**src/rtl/axis256_pack512.sv**
```systemverilog
// Packs pairs of 256-bit AXI-Stream beats into 512-bit beats, framing every
// PACKET_BEATS output beats with TLAST; FLUSH drains a held half as a padded last beat.
module axis256_pack512 #(
  parameter int unsigned PACKET_BEATS = 16,
  parameter int unsigned CW           = 16
) (
  input  logic         clk,
  input  logic         resetn,
  input  logic         FLUSH,
  input  logic [255:0] AXIS_RX_TDATA,
  input  logic         AXIS_RX_TVALID,
  output logic         AXIS_RX_TREADY,
  output logic [511:0] AXIS_TX_TDATA,
  output logic         AXIS_TX_TVALID,
  output logic         AXIS_TX_TLAST,
  input  logic         AXIS_TX_TREADY,
  output logic         FLUSH_BUSY
);

  localparam logic [CW-1:0] LAST_COUNT = CW'(PACKET_BEATS - 1);

  logic [255:0]  lo_data;
  logic          lo_valid;
  logic [511:0]  tx_data;
  logic          tx_valid;
  logic          tx_last;
  logic          flush_pending;
  logic [CW-1:0] out_count;

  logic slot_free;
  logic rx_ready;
  logic rx_hs;
  logic tx_hs;
  logic pair_load;
  logic flush_service;
  logic flush_load;

  assign slot_free     = !tx_valid || AXIS_TX_TREADY;
  assign rx_ready      = !flush_pending && (!lo_valid || slot_free);
  assign rx_hs         = AXIS_RX_TVALID && rx_ready;
  assign tx_hs         = tx_valid && AXIS_TX_TREADY;
  assign pair_load     = rx_hs && lo_valid;
  // rx_ready is low while a flush is pending, so servicing never races a pair load
  assign flush_service = flush_pending && slot_free;
  assign flush_load    = flush_service && lo_valid;

  always_ff @(posedge clk or negedge resetn) begin
    if (!resetn) begin
      lo_data  <= '0;
      lo_valid <= 1'b0;
    end else if (rx_hs && !lo_valid) begin
      lo_data  <= AXIS_RX_TDATA;
      lo_valid <= 1'b1;
    end else if (pair_load || flush_load) begin
      lo_valid <= 1'b0;
    end
  end

  // A fresh load wins over retiring the current beat in the same cycle
  always_ff @(posedge clk or negedge resetn) begin
    if (!resetn) begin
      tx_data  <= '0;
      tx_valid <= 1'b0;
      tx_last  <= 1'b0;
    end else if (pair_load) begin
      tx_data  <= {AXIS_RX_TDATA, lo_data};
      tx_valid <= 1'b1;
      tx_last  <= (out_count == LAST_COUNT);
    end else if (flush_load) begin
      tx_data  <= {256'b0, lo_data};
      tx_valid <= 1'b1;
      tx_last  <= 1'b1;
    end else if (tx_hs) begin
      tx_valid <= 1'b0;
    end
  end

  always_ff @(posedge clk or negedge resetn) begin
    if (!resetn) begin
      out_count <= '0;
    end else if (pair_load) begin
      out_count <= (out_count == LAST_COUNT) ? '0 : out_count + CW'(1);
    end else if (flush_load) begin
      out_count <= '0;
    end
  end

  // A FLUSH arriving while one is already pending is absorbed, not queued
  always_ff @(posedge clk or negedge resetn) begin
    if (!resetn) begin
      flush_pending <= 1'b0;
    end else if (flush_service) begin
      flush_pending <= 1'b0;
    end else if (FLUSH) begin
      flush_pending <= 1'b1;
    end
  end

  assign AXIS_RX_TREADY = rx_ready;
  assign AXIS_TX_TDATA  = tx_data;
  assign AXIS_TX_TVALID = tx_valid;
  assign AXIS_TX_TLAST  = tx_last;
  assign FLUSH_BUSY     = flush_pending;

endmodule

```
**config.mk**
```make
export PLATFORM = sky130hd
export DESIGN_NAME = axis256_pack512
export DESIGN_NICKNAME = d
export VERILOG_FILES = /design/src/rtl/axis256_pack512.sv
export SDC_FILE = /design/constraint.sdc
export NUM_CORES = 1
export LEC_CHECK = 0
export ABC_AREA = 0
export CAP_MARGIN = 40
export CORE_UTILIZATION = 25
export CTS_CLUSTER_DIAMETER = 30
export DETAILED_ROUTE_END_ITERATION = 10
export GPL_TIMING_DRIVEN = 0
export SYNTH_ARGS = -nofsm -noshare
export SYNTH_HDL_FRONTEND = slang
export SYNTH_SLANG_ARGS = --single-unit
```
**constraint.sdc**
```tcl
create_clock -name clk -period 4.5 [get_ports clk]
set_input_delay 0.9 -clock clk [delete_from_list [all_inputs] [get_ports clk]]
set_output_delay 0.9 -clock clk [all_outputs]
set_load 0.03 [all_outputs]
```
==> impl_metrics.yaml <==
outcome:
  outcome: "complete, no violations"
synthesis:
  synth_seq_cells: 788
  synth-main-ff-cell: "dfrtp_1"
  yosys.area.top_type: "dfrtp_1"
  async_flop_share_pct: 100
  yosys-top-cells-count: "788 x dfrtp_1, 787 x nand2_1, 258 x a22o_1"
  yosys-top-cells-area: "dfrtp_1 66%, mux2_4 12%, nand2_1 9.8%, a22o_1 7.5%, buf_2 1.2%"
  synth_top_area_share_pct: 65.5
  synth_edf_count: 0
  ys_types: 35
  syn_nets: 2576
  ys_seq_area_share_pct: 65.5
  yosysMostFrequentCell: "dfrtp_1"
  synth.yosys.warnings: 0
  syn_area_mm2: 0.0301
  synth_cells: 2314
  avgSynthCellArea_um2: 13.0
drt:
  drt_iter0_drc: 1199
  routedWlPerCell_um: 21.0
  ant_nets: 0
  num_vias: 21900
  firstDrtPassIters: 5
  drc: 0
  drt-total-wl_mm: 106
  via_per_inst: 4.35
clock_tree:
  cts_resized: 0
  postCtsSetupRepairBufs: 0
  htree_levels: 4
  worstSkewPairLatency_ns: 0.74
  ctsHoldBuffers: 0
  cts-root-buf: "clkbuf_16"
  cts_tree: "yes"
  cts_buffers: 180
  clk_path_buf_depth: 3
  cts.sinks: 788
  path_clk_slew_ns: 0.05
worst_setup_path:
  endpoint_kind: "primary output"
  critical_path.max_fanout: 2
  critPathBufInv: 2
  crit_arrival_ns: 2.35
  slowest_stage: "clkdlybuf4s50_1"
  slowest_delay_ns: 0.75
  path_class: "primary input to primary output"
  cp_common_cell: "clkdlybuf4s50_1"
  path_cells: "clkdlybuf4s50_1, nor2b_1, a21oi_1, clkdlybuf4s50_1"
  cp-start-kind: "primary input"
  crit_required_ns: 3.60
  crit_family: "buffers and inverters"
timing:
  fin_skew_ns: 0.0468
  hold_slack_ns: 0.0703
  post-route-min-period_ns: 3.25
  period_share_pct: 72.2
  setup_viol: 0
  maxSlewHeadroom_pct: 44.0
  rsz0062_at_grt: "false"
  hold_violations: 0
  setup_tns_ns: 0
  fmax_mhz: 308
  worst_pin_slew_ns: 0.840
  maxSlewViolCount: 0
global_route:
  first_global_vias: 23200
  grt_pass1_wl_mm: 156
  grt-ovfl-total: 0
  track_usage_pct: 17.1
  grt_max_degree: 120
  grt_antenna_before_repair: 8
cells_and_area:
  nets: 3543
  drive_above_1_share_pct: 19.7
  fillers: 11200
  areaGrowthSynthToFinish_pct: 54.7
floorplan:
  dieArea_mm2: 0.122
  initial_core_util_pct: 25.3
  coreArea_mm2: 0.119
  ios: 777
  die_w_um: 349
  fp.dieH_um: 349
  row_count: 126
placed_design:
  gp_congestion: 0.848
  portBuffers: 776
  hpwl_mm: 76.3
run:
  max_cap_viol_count: 0
pwr:
  power.density_mw_per_mm2: 881
  ir_drop_v: 0.000415
  p_leak_nw: 21.6
hold_path:
  worstHoldPathType: "primary input to asynchronous set/reset pin"
[cell type report]
class / instances / area [um^2] / share of cell area (%)
Antenna cell: 6 / 15.0 / 0.0323
Timing Repair Buffer: 785 / 8000 / 17.2
Tap cell: 1600 / 2000 / 4.30
Clock buffer: 241 / 5120 / 11.0
Buffer: 148 / 913 / 1.96
Clock inverter: 89 / 1320 / 2.83
Multi-Input combinational cell: 1375 / 9450 / 20.3
Inverter: 3 / 11.3 / 0.0242
Sequential cell: 788 / 19700 / 42.4
[registers in the layout (all words and copies together), names as in the netlist]
name,flops
AXIS_TX_TDATA,512
FLUSH_BUSY,1
lo_valid,1
AXIS_TX_TLAST,1
out_count,16
lo_data,256
AXIS_TX_TVALID,1
[where the power goes]
group | internal, mW | switching, mW
Clock | 9.34 | 4.29
Sequential | 10.2 | 1.81
Combinational | 6.65 | 8.74
Total | 26.2 | 14.8
[final timing paths]
kind / from / to / slack [ns] / depth (start not counted)
max: AXIS_TX_TREADY / AXIS_RX_TREADY / 1.25 / 4
min: resetn / AXIS_TX_TDATA[273] / 0.07 / 1
max reg2reg: FLUSH_BUSY / AXIS_TX_TDATA[450] / 2.03 / 4
min reg2reg: lo_data[107] / AXIS_TX_TDATA[107] / 0.44 / 2
max in group asynchronous: resetn / AXIS_TX_TDATA[195] / 1.90 / 5
min in group clk: lo_data[107] / AXIS_TX_TDATA[107] / 0.44 / 2
[worst reg2reg max path, cell delays in order, from the launching register on]
cell and delay (ns):
dfrtp_1 0.48, o211ai_2 0.47, buf_2 0.51, buf_1 0.69, a22o_1 0.26
[kinds of logic after synthesis]
family | Yosys count | share of synthesized area (%)
muxes | 258 | 12.6
xor gates and xnor gates | 1 | 0.0291
adders and majority gates | 1 | 0.0416
buffers and inverters | 151 | 3.07
AOI/OAI and AO/OA | 288 | 8.11
and+or+nand+nor | 827 | 10.6
DFF | 788 | 65.5
[per-stage QoR]
step / power [mW] / area (um^2) / cells / utilization [%] / setup slack (ns)
3_5_place_dp: 27.5 / 40100 / 4699 / 33.8 / 0.916
3_3_place_gp: 27.4 / 39900 / 4690 / 33.6 / -34.30
4_1_cts: 41.5 / 46500 / 5029 / 39.2 / 1.23
5_1_grt: 42.9 / 46500 / 5031 / 39.2 / 1.16
6_report: 41.0 / 46500 / 5035 / 39.2 / 1.25
2_1_floorplan: 20.7 / 30100 / 2314 / - / 2.16
[routing by layer]
layer / GRT usage, % / vias to the layer above / wire length [um]
met5: 0 / - / 20
met2: 27.6 / 781 / 50800
met1: 21.4 / 11100 / 44100
met3: 5.12 / 211 / 7740
li1: - / 9859 / -
met4: 6.74 / 2 / 3260
[cells in the final DEF (no fill, tap or decap), types with 24 or more instances in the layout]
cell             Yosys  final
dfrtp_1            788    788
nand2_1            787    787
clkdlybuf4s50_1      0    775
a22o_1             258    258
mux2_4             240    240
clkbuf_16            0    183
buf_2               72     72
clkbuf_1            37     63
clkbuf_8             0     32
bufinv_16            0     24
Power figures use the tool's default switching activity.
